==> src/rtl/seq_calc_pipe.sv <==
// Two-stage signed calculator: S1 captures operands, S2 computes and holds the result.
// acc_sel selects the accumulator as operand A at compute time, so back-to-back beats can chain.
module seq_calc_pipe #(
  parameter int W = 16
) (
  input  logic         clk,
  input  logic         rst,
  input  logic         in_valid,
  output logic         in_ready,
  input  logic [2:0]   op,
  input  logic [W-1:0] a,
  input  logic [W-1:0] b,
  input  logic         acc_sel,
  output logic         out_valid,
  input  logic         out_ready,
  output logic [W-1:0] r,
  output logic         ovf,
  output logic         ovf_sticky,
  input  logic         clr_sticky
);

  localparam logic [W-1:0] ONE = W'(1);

  logic         s1_valid_q,   s1_valid_d;
  logic [2:0]   s1_op_q,      s1_op_d;
  logic [W-1:0] s1_a_q,       s1_a_d;
  logic [W-1:0] s1_b_q,       s1_b_d;
  logic         s1_acc_sel_q, s1_acc_sel_d;
  logic         out_valid_q,  out_valid_d;
  logic [W-1:0] r_q,          r_d;
  logic         ovf_q,        ovf_d;
  logic [W-1:0] acc_q,        acc_d;
  logic         ovf_sticky_q, ovf_sticky_d;

  logic         s2_free;
  logic         s1_adv;
  logic         in_fire;
  logic [W-1:0] opa;
  logic [W-1:0] res;
  logic         res_ovf;

  assign s2_free  = !out_valid_q || out_ready;
  assign in_ready = !s1_valid_q || s2_free;
  assign s1_adv   = s1_valid_q && s2_free;
  assign in_fire  = in_valid && in_ready;

  // Operand A is taken from acc here, after the previous beat's S2 load has updated it.
  always_comb begin
    opa     = s1_acc_sel_q ? acc_q : s1_a_q;
    res     = '0;
    res_ovf = 1'b0;
    case (s1_op_q)
      3'b000, 3'b100: begin
        res     = opa + s1_b_q;
        res_ovf = (opa[W-1] == s1_b_q[W-1]) && (res[W-1] != opa[W-1]);
      end
      3'b001: begin
        res     = opa - s1_b_q;
        res_ovf = (opa[W-1] != s1_b_q[W-1]) && (res[W-1] != opa[W-1]);
      end
      3'b101: begin
        res     = s1_b_q - opa;
        res_ovf = (s1_b_q[W-1] != opa[W-1]) && (res[W-1] != s1_b_q[W-1]);
      end
      3'b010, 3'b011: begin
        res     = s1_b_q[W-1] ? (~s1_b_q + ONE) : s1_b_q;
        res_ovf = s1_b_q[W-1] && res[W-1];
      end
      default: begin
        res     = opa[W-1] ? (~opa + ONE) : opa;
        res_ovf = opa[W-1] && res[W-1];
      end
    endcase
  end

  always_comb begin
    s1_valid_d   = s1_valid_q;
    s1_op_d      = s1_op_q;
    s1_a_d       = s1_a_q;
    s1_b_d       = s1_b_q;
    s1_acc_sel_d = s1_acc_sel_q;
    if (in_fire) begin
      s1_valid_d   = 1'b1;
      s1_op_d      = op;
      s1_a_d       = a;
      s1_b_d       = b;
      s1_acc_sel_d = acc_sel;
    end else if (s1_adv) begin
      s1_valid_d   = 1'b0;
    end
  end

  always_comb begin
    out_valid_d  = out_valid_q;
    r_d          = r_q;
    ovf_d        = ovf_q;
    acc_d        = acc_q;
    ovf_sticky_d = ovf_sticky_q;
    if (s1_adv) begin
      out_valid_d = 1'b1;
      r_d         = res;
      ovf_d       = res_ovf;
      acc_d       = res;
    end else if (out_ready) begin
      out_valid_d = 1'b0;
    end
    // A new overflow beats a simultaneous clear.
    if (s1_adv && res_ovf) begin
      ovf_sticky_d = 1'b1;
    end else if (clr_sticky) begin
      ovf_sticky_d = 1'b0;
    end
  end

  always_ff @(posedge clk or posedge rst) begin
    if (rst) begin
      s1_valid_q   <= 1'b0;
      s1_op_q      <= '0;
      s1_a_q       <= '0;
      s1_b_q       <= '0;
      s1_acc_sel_q <= 1'b0;
      out_valid_q  <= 1'b0;
      r_q          <= '0;
      ovf_q        <= 1'b0;
      acc_q        <= '0;
      ovf_sticky_q <= 1'b0;
    end else begin
      s1_valid_q   <= s1_valid_d;
      s1_op_q      <= s1_op_d;
      s1_a_q       <= s1_a_d;
      s1_b_q       <= s1_b_d;
      s1_acc_sel_q <= s1_acc_sel_d;
      out_valid_q  <= out_valid_d;
      r_q          <= r_d;
      ovf_q        <= ovf_d;
      acc_q        <= acc_d;
      ovf_sticky_q <= ovf_sticky_d;
    end
  end

  assign out_valid  = out_valid_q;
  assign r          = r_q;
  assign ovf        = ovf_q;
  assign ovf_sticky = ovf_sticky_q;

endmodule

==> config.mk <==
export PLATFORM = sky130hd
export DESIGN_NAME = seq_calc_pipe
export DESIGN_NICKNAME = d
export VERILOG_FILES = /design/src/rtl/seq_calc_pipe.sv
export SDC_FILE = /design/constraint.sdc
export NUM_CORES = 1
export LEC_CHECK = 0
export BUFFER_PORTS_ARGS = -buffer_cell sky130_fd_sc_hd__buf_2
export CAP_MARGIN = 20
export CORE_MARGIN = 2
export CORE_UTILIZATION = 39
export DETAILED_ROUTE_END_ITERATION = 12
export GPL_ROUTABILITY_DRIVEN = 0
export SLEW_MARGIN = 40
export SYNTH_ARGS = -nofsm -noshare
export SYNTH_HDL_FRONTEND = slang
export SYNTH_SLANG_ARGS = --single-unit
==> constraint.sdc <==
create_clock -name clk -period 6.2 [get_ports clk]
set_input_delay 0.62 -clock clk [delete_from_list [all_inputs] [get_ports clk]]
set_output_delay 0.62 -clock clk [all_outputs]
set_load 0.005 [all_outputs]
# == After elaboration in Yosys (flattened, before gate mapping) ==
# Index checks and enable logic that the tools add are counted.
# classes
eq_ne,11
n_reduce_logical,18
n_mux,11
n_bitwise,2
n_addsub,5
# op_table
op,n
$pmux W16 S4,1
$mux W16,3
$add A16 B1 Y16 const B,2
$not A16 Y16,2
$sub A16 B16 Y16,2
$add A16 B16 Y16,1
$logic_and A1 B1 Y1,8
$eq A3 B2 Y1 const B,2
$eq A3 B3 Y1 const B,2
$mux W1,6
$reduce_bool A2 Y1,3
$ne A1 B1 Y1,5
$pmux W1 S4,1
$reduce_or A2 Y1,2
$eq A3 B1 Y1 const B,1
$logic_not A3 Y1,1
$logic_not A1 Y1,2
$logic_or A1 B1 Y1,2
$eq A1 B1 Y1,1
# word_totals
inputBits,41
out_inout_bits,20
register_bits,56

# == Depth between registers and ports, before layout ==
# Gate-level depths: netlist of the first run.
# depth
word_depth,8
depth_mapped,13
ltp_nobuf,11

# == Worst setup path after synthesis of the first run ==
# No wires, ideal clock.
# synth_path
kind,reg-to-reg
startpoint,register s1_acc_sel_q
endpoint,register ovf_q (netlist: ovf)
stages_incl_launch_ff,12
required_ns,6.118
setup_time_ns,0.082
t_arrival_ns,2.987
path_buffers,1
slack_ns,3.131
period_less_slack_ns,3.069
cell_sequence,dfrtp_1 -> buf_6 -> mux2i_2 -> inv_1 -> ha_1 -> nor2b_1 -> o31ai_2 -> a2111oi_2 -> or4_1 -> a211oi_2 -> nor3_1 -> a31oi_1
# synth_via
elab_chain_cells,6
word_cells_on_any_way,18
# synth_lines
element,line,rtl
from (decl),28,"logic s1_acc_sel_q, s1_acc_sel_d;"
from (signal assigned),132,s1_acc_sel_q <= s1_acc_sel_d;
$mux W16 (*),49,opa = s1_acc_sel_q ? acc_q : s1_a_q;
$not A16 Y16,70,res = opa[W-1] ? (~opa + ONE) : opa;
$add A16 B1 Y16,70,
$mux W16,70,
$logic_and A1 B1 Y1,71,res_ovf = opa[W-1] && res[W-1];
$pmux W1 S4 (*),52,case (s1_op_q)
to (signal assigned),135,ovf_q <= ovf_d;
to (decl),31,"logic ovf_q, ovf_d;"
# Mark *: on every way between the ends. The rest lies on a longest branch, timed or not.
# A chain may end at the register's enable or synchronous reset.

# == Worst setup path after layout of the first run ==
# layout_path
startpoint,register s1_acc_sel_q
endpoint,register ovf_sticky_q (netlist: ovf_sticky)
# layout_via
elab_chain_cells,8
word_cells_on_any_way,21
# layout_lines
element,line,rtl
$mux W16 (*),49,
$not A16 Y16,70,
$add A16 B1 Y16,70,
$mux W16,70,
$logic_and A1 B1 Y1,71,
$pmux W1 S4 (*),52,
$logic_and A1 B1 Y1 (*),108,if (s1_adv && res_ovf) begin
$mux W1 / $reduce_bool A2 Y1 (equally long branches),--,
to (signal assigned),137,ovf_sticky_q <= ovf_sticky_d;
to (decl),33,"logic ovf_sticky_q, ovf_sticky_d;"
# Marks and branches as above.

==> results of run 1 <==
## logic make-up (layout without fill, tap and decap cells)
kind of cell    Yosys count  after routing  share of synthesized area, %
flops                    56             56                          23.5
buf+inv                  82            123                          5.94
fa+ha+maj                55             55                          11.9
xor+xnor                 37             37                          5.44
compound gates          186            186                          22.1
simple gates            205            205                          18.7
mux                      62             62                          12.4
## synthesized netlist by cell type (all sizes together) (7+ instances only)
library cell | instances | area share (%)
nor4 | 7 | 1.0
nor3 | 32 | 2.8
ha | 52 | 11
mux2 | 39 | 7.4
buf | 12 | 1.5
a211oi | 14 | 2.1
or3 | 7 | 0.73
nor2 | 43 | 2.7
a21o | 7 | 0.88
inv | 49 | 3.1
nand3 | 12 | 1.0
a31oi | 12 | 1.3
nand2b | 17 | 1.8
nor2b | 10 | 1.0
o31ai | 13 | 1.7
a21oi | 39 | 3.3
o21ai | 38 | 3.2
clkbuf | 20 | 1.3
xnor2 | 32 | 4.7
mux2i | 23 | 5.0
nand2 | 40 | 2.5
dfrtp | 56 | 24
## through the flow
stage                     utilization, %  std cells
final                               43.2        912
after floorplan                        -        683
after global placement              42.2        904
after global routing                43.2        912
after CTS                           43.2        912
after detailed placement            42.2        904
## final cells by class
| class | instances | share of cell area [%] |
|---|---|---|
| clock buffers | 6 | 1.98 |
| repair buffers | 65 | 5.18 |
| clock inverters | 2 | 0.269 |
| inverters | 50 | 2.88 |
| multi-input cells | 545 | 64.6 |
| well taps | 188 | 3.61 |
| flip-flops and latches | 56 | 21.5 |
## worst paths after layout
check	startpoint	end
setup reg to reg	s1_acc_sel_q	ovf_sticky
min in group clk	s1_a_q[14]	s1_a_q[14]
hold / removal	rst	s1_valid_q
hold reg to reg	s1_a_q[14]	s1_a_q[14]
setup / recovery	s1_acc_sel_q	ovf_sticky
max in group asynchronous	rst	acc_q[0]
## report_power, final
part | switching (W) | total [W] | internal [W]
sequential | 0.000135 | 0.000589 | 0.000454
combinational | 0.00109 | 0.00181 | 0.000725
clock | 0.000141 | 0.000295 | 0.000154
total | 0.00136 | 0.00270 | 0.00133
## tightest hold or removal path, delay by kind of cell
family | cells | cell delay (ns)
buf+inv | 3 | 0.69
## registers in the layout, indices dropped and copies added (netlist names)
signal and flops:
acc_q 16, s1_a_q 16, s1_b_q 16, s1_op_q 3, out_valid 1, ovf 1
ovf_sticky 1, s1_acc_sel_q 1, s1_valid_q 1
## routing by layer
metal  vias up  routed length [um]  track usage (%)
met5         -                   0                0
met4         0                 475             7.50
met1      2593                8360             31.8
li1       2573                   -                -
met2       244                7620             34.0
met3        33                1260             2.55
==> metrics.md, run 1 <==
| Metric | Value |
|---|---|
| Reg area | approximately 1400 sq um |
| Crit path cell chain | buf_4 > mux2i_1 > inv_1 > ha_1 > and3_1 > nand2b_1 > a2111oi_2 > or4_1 > a211oi_2 > o31ai_1 > o221ai_1 |
| Final nets | slightly above 800 |
| Clock buffer depth | 2 |
| Routed Wire Length | 17700 um |
| Area of the multi-input gates | 4210 sq um |
| Synth Register Bits | 56 |
| Vias | 5443 |
| Hold buffer count at cts | 0 |
| Slew HR | about 52% |
| Outcome | completed |
| Antenna Violating Nets Remaining | 0 |
| Synth Instances | 683 |
| Fillers | 1476 |
| Clk sink count | between 50 and 60 |
| Post-CTS Resized | 0 |
| Total GRT Usage | 22.0% |
| Setup bufs post-CTS | 0 |
| Count of cell types in the netlist | 82 |
| RSZ-0062 raised after global routing | false |
| Congestion Overflow GR | 0 |
| Drt drc | 0 |
| Vias/cell | 5.97 |
| Period utilisation layout | 62.9% |
| Vias in the first global route | 5336 |
| Top_reg_cell synth | dfrtp_1 |
| Initial Utilization | between 30 and 40% |
| Max-cap violations | 0 |
| Clock transition at path regs | 0.08 ns |
| Final Power | 0.00270 W |
| Die area | 16300 sq um |
| Fin crit period | 3.90 ns |
| Die span in x | ~130 um |
| CTS root buffer | clkbuf_16 |
| Top cell family by delay on the critical path | compound AO/OA/AOI/OAI gates |
| Final setup violating endpoints | 0 |
| Crit path kind | reg -> reg |
| H-Tree Depth | 2 |
| Skew final | just under 0.01 ns |
| Worst-Margin Slew | 0.717 ns |
| P_leak | 2.80 nW |
| FP Rows | 45 |
| Worst reg2reg path depth | 11 |
| Setup WS post-layout | 2.30 ns |
| Cell area after layout | roughly 6500 sq um |
| Number of diodes | 0 |
| Post-route setup TNS | 0 ns |
| Net count after synthesis | 779 |
| Hold Violations, Final | 0 |
| VDD IR max | 219 uV |
| Num ports | 61 |
| Area post-placement | ~6400 sq um |
| Commonest non-fill, non-tap cell in the layout | buf_2 |
| Number of buffers and inverters on the critical path | 2 |
| Hold crit path type | in -> async |
| Max Fclk | 256 MHz |
| YS warnings | 0 |
| Syn Area/Cell | roughly 8.7 sq um |
| Sequential share of the synthesized area | 23.5% |
| Drt pass-1 iters | 5 |
| Drt wl/cell | 19.4 um |
| Reg2reg setup slack | 2.30 ns |
| Pre-CTS setup slack | roughly 2.4 ns |
| Worst hold margin | 0.509 ns |
| Initial antenna violation count | 0 |
| WP data arrival | 4.05 ns |
| Crit path required time | approximately 6.4 ns |
| Clock Latency Late Sink | ~0.30 ns |
| IO buf count | 60 |
| Largest net degree at the start of global routing | between 50 and 60 |
| CTS tree | built |
| Pwr dens | 413 nW/um^2 |
| Max Slew Vio Count | 0 |
| Dpl hpwl | 13700 um |
| Stages on the worst setup path | 11 |
| Cell area after synthesis | 5960 sq um |
| Crit path max-delay cell type | dfrtp_1 |
| Asr flop ratio synth | 100% |
| Crit path largest cell delay | 0.68 ns |
| Critical Path Fanout Max | 16 |
| CP endpoint kind | flip-flop |
| First-pass GRT wire length | approximately 29000 um |
| Height of the die | 128 um |
| Core ar. | 15100 sq um |
| 1st-iter DRT viols | roughly 530 |
| Most frequent cells in the layout | buf_2 (60), dfrtp_1 (56), ha_1 (52), inv_1 (48), nor2_1 (41) |
| Area Overhead vs Synth | 9.43% |
| Crit start category | flip-flop |
| Number of synthesized flops with an enable pin | 0 |
| CTS buffer count | 5 |
| Share of layout cells above drive strength 1 | 21.0% |
Note: power is estimated with default switching activity, not from simulation.
==> run 2, diff against run 1 <==
Settings changed: ABC_AREA set to 1.
Clock period 6.2 ns to 3.3 ns, I/O delays scaled along.
==> run 2 against run 1 <==
Sequential power is 73% higher. Cell count is 40% higher. Worst setup slack worse by 2.0 ns. Highest routed layer unchanged. Die area is 2.8% higher. Routed wire length is 15% higher. Fmax is 30% higher. Power is 100% higher. Combinational power is 110% higher. Largest power group unchanged. Synthesized area is 2.9% higher. Register-to-register slack worse by 2.0 ns.
==> metrics.md, run 2 <==
| Metric | Value |
|---|---|
| Cell area after synthesis | 6130 sq um (+2.9%) |
| Max-cap violations | 0 (unchanged) |
| Most common cell in the synthesized netlist | nand2_1 |
| CTS buffer count | 5 (unchanged) |
| Top_reg_cell synth | dfrtp_1 |
| Post-synth top area cell | dfrtp_1 |
| Drt pass-1 iters | 6 (+1) |
| CP endpoint kind | flip-flop |
| Max Fclk | 332 MHz (+30%) |
| Syn Area/Cell | 6.09 sq um (-30%) |
| M1 WL | 9560 um (+14%) |
| Period utilisation layout | 91.3% (+28 points) |
| Clk sink count | 56 (unchanged) |
| Crit Reg-Reg Endpoint | acc_q[11] |
| Largest net degree at the start of global routing | 47 (-18%) |
| Hold Violations, Final | 0 (unchanged) |
| Congestion Overflow GR | 0 (unchanged) |
| P_leak | 3.73 nW (+33%) |
| Asr flop ratio synth | 100% (unchanged) |
| Initial Utilization | 40.2% (+0.68 points) |
| Setup WS post-layout | 0.288 ns (-2.01 ns) |
| Area Overhead vs Synth | 12.8% |
| Hold crit path type | in -> async |
| Mux cell area share after synthesis | 2.94% (-9.4 points) |
| Crit path required time | 3.49 ns (-2.86 ns) |
| Top-area cell type share of the netlist area | 22.9% (-0.65 points) |
| Count of cell types in the netlist | 37 (-55%) |
| Synth Area in Simple Gates | 38.8% (+20 points) |
| 1st-iter DRT viols | 539 (+2.5%) |
| YS warnings | 0 (unchanged) |
| Hold buffer count at cts | 0 (unchanged) |
| Vias | 6648 (+22%) |
| Commonest non-fill, non-tap cell in the layout | nand2_1 |
| Top routing layer in use | met4 |
| Num ports | 61 (unchanged) |
| CTS tree | built |
| Max Slew Vio Count | 0 (unchanged) |
| Xor and xnor area share after synthesis | 0.286% (-5.2 points) |
| Crit start category | flip-flop |
| Crit path kind | reg -> reg |
| DR WL met2 | 8900 um (+17%) |
| Area share of fa/ha/maj cells after synthesis | 11.6% (-0.33 points) |
| Net count after synthesis | 1103 (+42%) |
| Vias in the first global route | 6260 (+17%) |
| Layout Utilization | 45.3% (+2.1 points) |
| WP data arrival | 3.20 ns (-0.85 ns) |
| Initial antenna violation count | 0 (unchanged) |
| Most frequent cells in the layout | nand2_1 (302), inv_1 (124), nor2_1 (114), nand3_1 (110), a21oi_1 (66) |
| Worst reg2reg path depth | 18 (+7) |
| Clock buffer depth | 2 (unchanged) |
| Height of the die | 129 um (+1.4%) |
| Final setup violating endpoints | 0 (unchanged) |
| Cell area after layout | 6920 sq um (+6.1%) |
| Share of layout cells above drive strength 1 | 13.1% (-7.9 points) |
| Post-synthesis compound-gate area fraction | 12.9% (-9.1 points) |
| Critical Path Fanout Max | 11 (-5) |
| Clock transition at path regs | 0.08 ns (about the same) |
| Sequential share of the synthesized area | 22.9% (-0.65 points) |
| Final nets | 1162 (+42%) |
| Worst-Margin Slew | 0.700 ns (-0.0165 ns) |
| Largest family of logic cells by synthesized area | simple AND/OR/NAND/NOR gates |
| FF-to-FF Start | s1_acc_sel_q |
| Total GRT Usage | 25.5% (+3.5 points) |
| Die area | 16700 sq um (+2.8%) |
| Vias/cell | 5.20 (-13%) |
| VDD IR max | 477 uV (+120%) |
| Final Power | 0.00538 W (+100%) |
| Top flop regs | acc_q: 16 flops, s1_a_q: 16 flops, s1_b_q: 16 flops |
| Post-route setup TNS | 0 ns (unchanged) |
| Clock Latency Late Sink | 0.30 ns (about the same) |
| Drt drc | 0 (unchanged) |
| CTS root buffer | clkbuf_16 |
| Die span in x | 129 um (+1.4%) |
| First-pass GRT wire length | 33300 um (+16%) |
| Skew final | 0.00405 ns (-0.00578 ns) |
| Synth Instances | 1007 (+47%) |
| Core ar. | 15300 sq um (+1.1%) |
| FP Rows | 45 (unchanged) |
| Dpl hpwl | 16600 um (+21%) |
| Most instantiated cells after synthesis | nand2_1 (303), inv_1 (125), nor2_1 (114) |
| RSZ-0062 raised after global routing | false |
| Reg2reg setup slack | 0.29 ns (-2.01 ns) |
| Pre-CTS setup slack | 0.182 ns (-2.18 ns) |
| Slew HR | 53.3% (+1.0 points) |
| Met3 Wirelength | 1500 um (+19%) |
| Fin crit period | 3.01 ns (-0.890 ns) |
| Area post-placement | 6730 sq um (+5.7%) |
| Synth Register Bits | 56 (unchanged) |
| Number of diodes | 0 (unchanged) |
| IO buf count | 60 (unchanged) |
| Outcome | completed |
| H-Tree Depth | 2 (unchanged) |
| Routed Wire Length | 20400 um (+15%) |
| Synth area leaders | dfrtp_1 (23%), nand2_1 (19%), ha_1 (11%) |
| Pwr dens | 778 nW/um^2 (+88%) |
| Number of synthesized flops with an enable pin | 0 (unchanged) |
| Antenna Violating Nets Remaining | 0 (unchanged) |
| Drt wl/cell | 16.0 um (-18%) |
## run 2: cell types whose count changed in the layout (fill, tap and decap cells not counted), sizes merged, moves of 19 or more
cell   previous run  this run
nand2            40       304
nand3            12       111
inv              51       134
nor2             43       115
xnor2            32         0
a21oi            39        67
mux2             39        16
mux2i            23         0
nor3             32        12
buf              65        84
## run 2: stage by stage
| step | hold WS (ns) | instances |
|---|---|---|
| finish | 0.127 | 1278 |
| global route | 0.192 | 1278 |
| detailed placement | 0.467 | 1270 |
| global placement | 0.460 | 1270 |
| CTS | 0.154 | 1278 |
| floorplan | 0.470 | 1007 |
## run 2: layer usage
layer  vias up  global-route usage (%)
met5         -                       0
met4         0                    7.10
met3        27                    3.47
met2       243                    40.1
met1      3017                    36.6
li1       3361                       -
## run 2: cells by family after synthesis
group,after synthesis
buffers and inverters,165
muxes,16
DFF,56
adders and majority gates,55
xor gates and xnor gates,2
AOI/OAI and AO/OA,143
and+or+nand+nor,570
## run 2: layout make-up
type	count	area, sq um
Inverter	133	499
Clock inverter	3	27.5
Fill cell	1678	8340
Clock buffer	5	125
Multi-Input combinational cell	786	4120
Timing Repair Buffer	84	480
Sequential cell	56	1400
Tap cell	211	264
## run 2: worst max-delay path, stage by stage, from the launching register on
cell	delay (ns)
dfrtp_2	0.48
inv_2	0.21
nand2_1	0.10
o21ai_2	0.14
inv_2	0.11
ha_2	0.45
nand2_1	0.13
nor2_1	0.15
nand2_1	0.08
nand2_1	0.22
nand2_1	0.11
nand2_1	0.08
nand2_1	0.05
nand3_1	0.07
nand2_1	0.06
nor2_1	0.26
nand2_1	0.09
nand2_1	0.06
nand2_1	0.06
## run 2: how the worst max path moves through the flow
stage,startpoint,endpoint,slack [ns],cells after the start
floorplan,s1_acc_sel_q,ovf,0.76,16
global placement,s1_acc_sel_q,acc_q[8],0.21,15
detailed placement,s1_acc_sel_q,acc_q[15],0.18,13
CTS,s1_acc_sel_q,acc_q[15],0.16,13
global route,s1_acc_sel_q,ovf,0.02,19
finish,s1_acc_sel_q,acc_q[11],0.29,18
## run 2: what timing repair did
action,in CTS,in global routing
setup endpoints to repair,0,12
gates resized for setup,0,10
buffers inserted,0,0
## run 2: power breakdown
group          switching [W]  total, W  internal (W)
Clock               0.000265  0.000553      0.000289
Sequential          0.000156   0.00102      0.000861
Combinational        0.00254   0.00381       0.00128
Total                0.00296   0.00538       0.00243
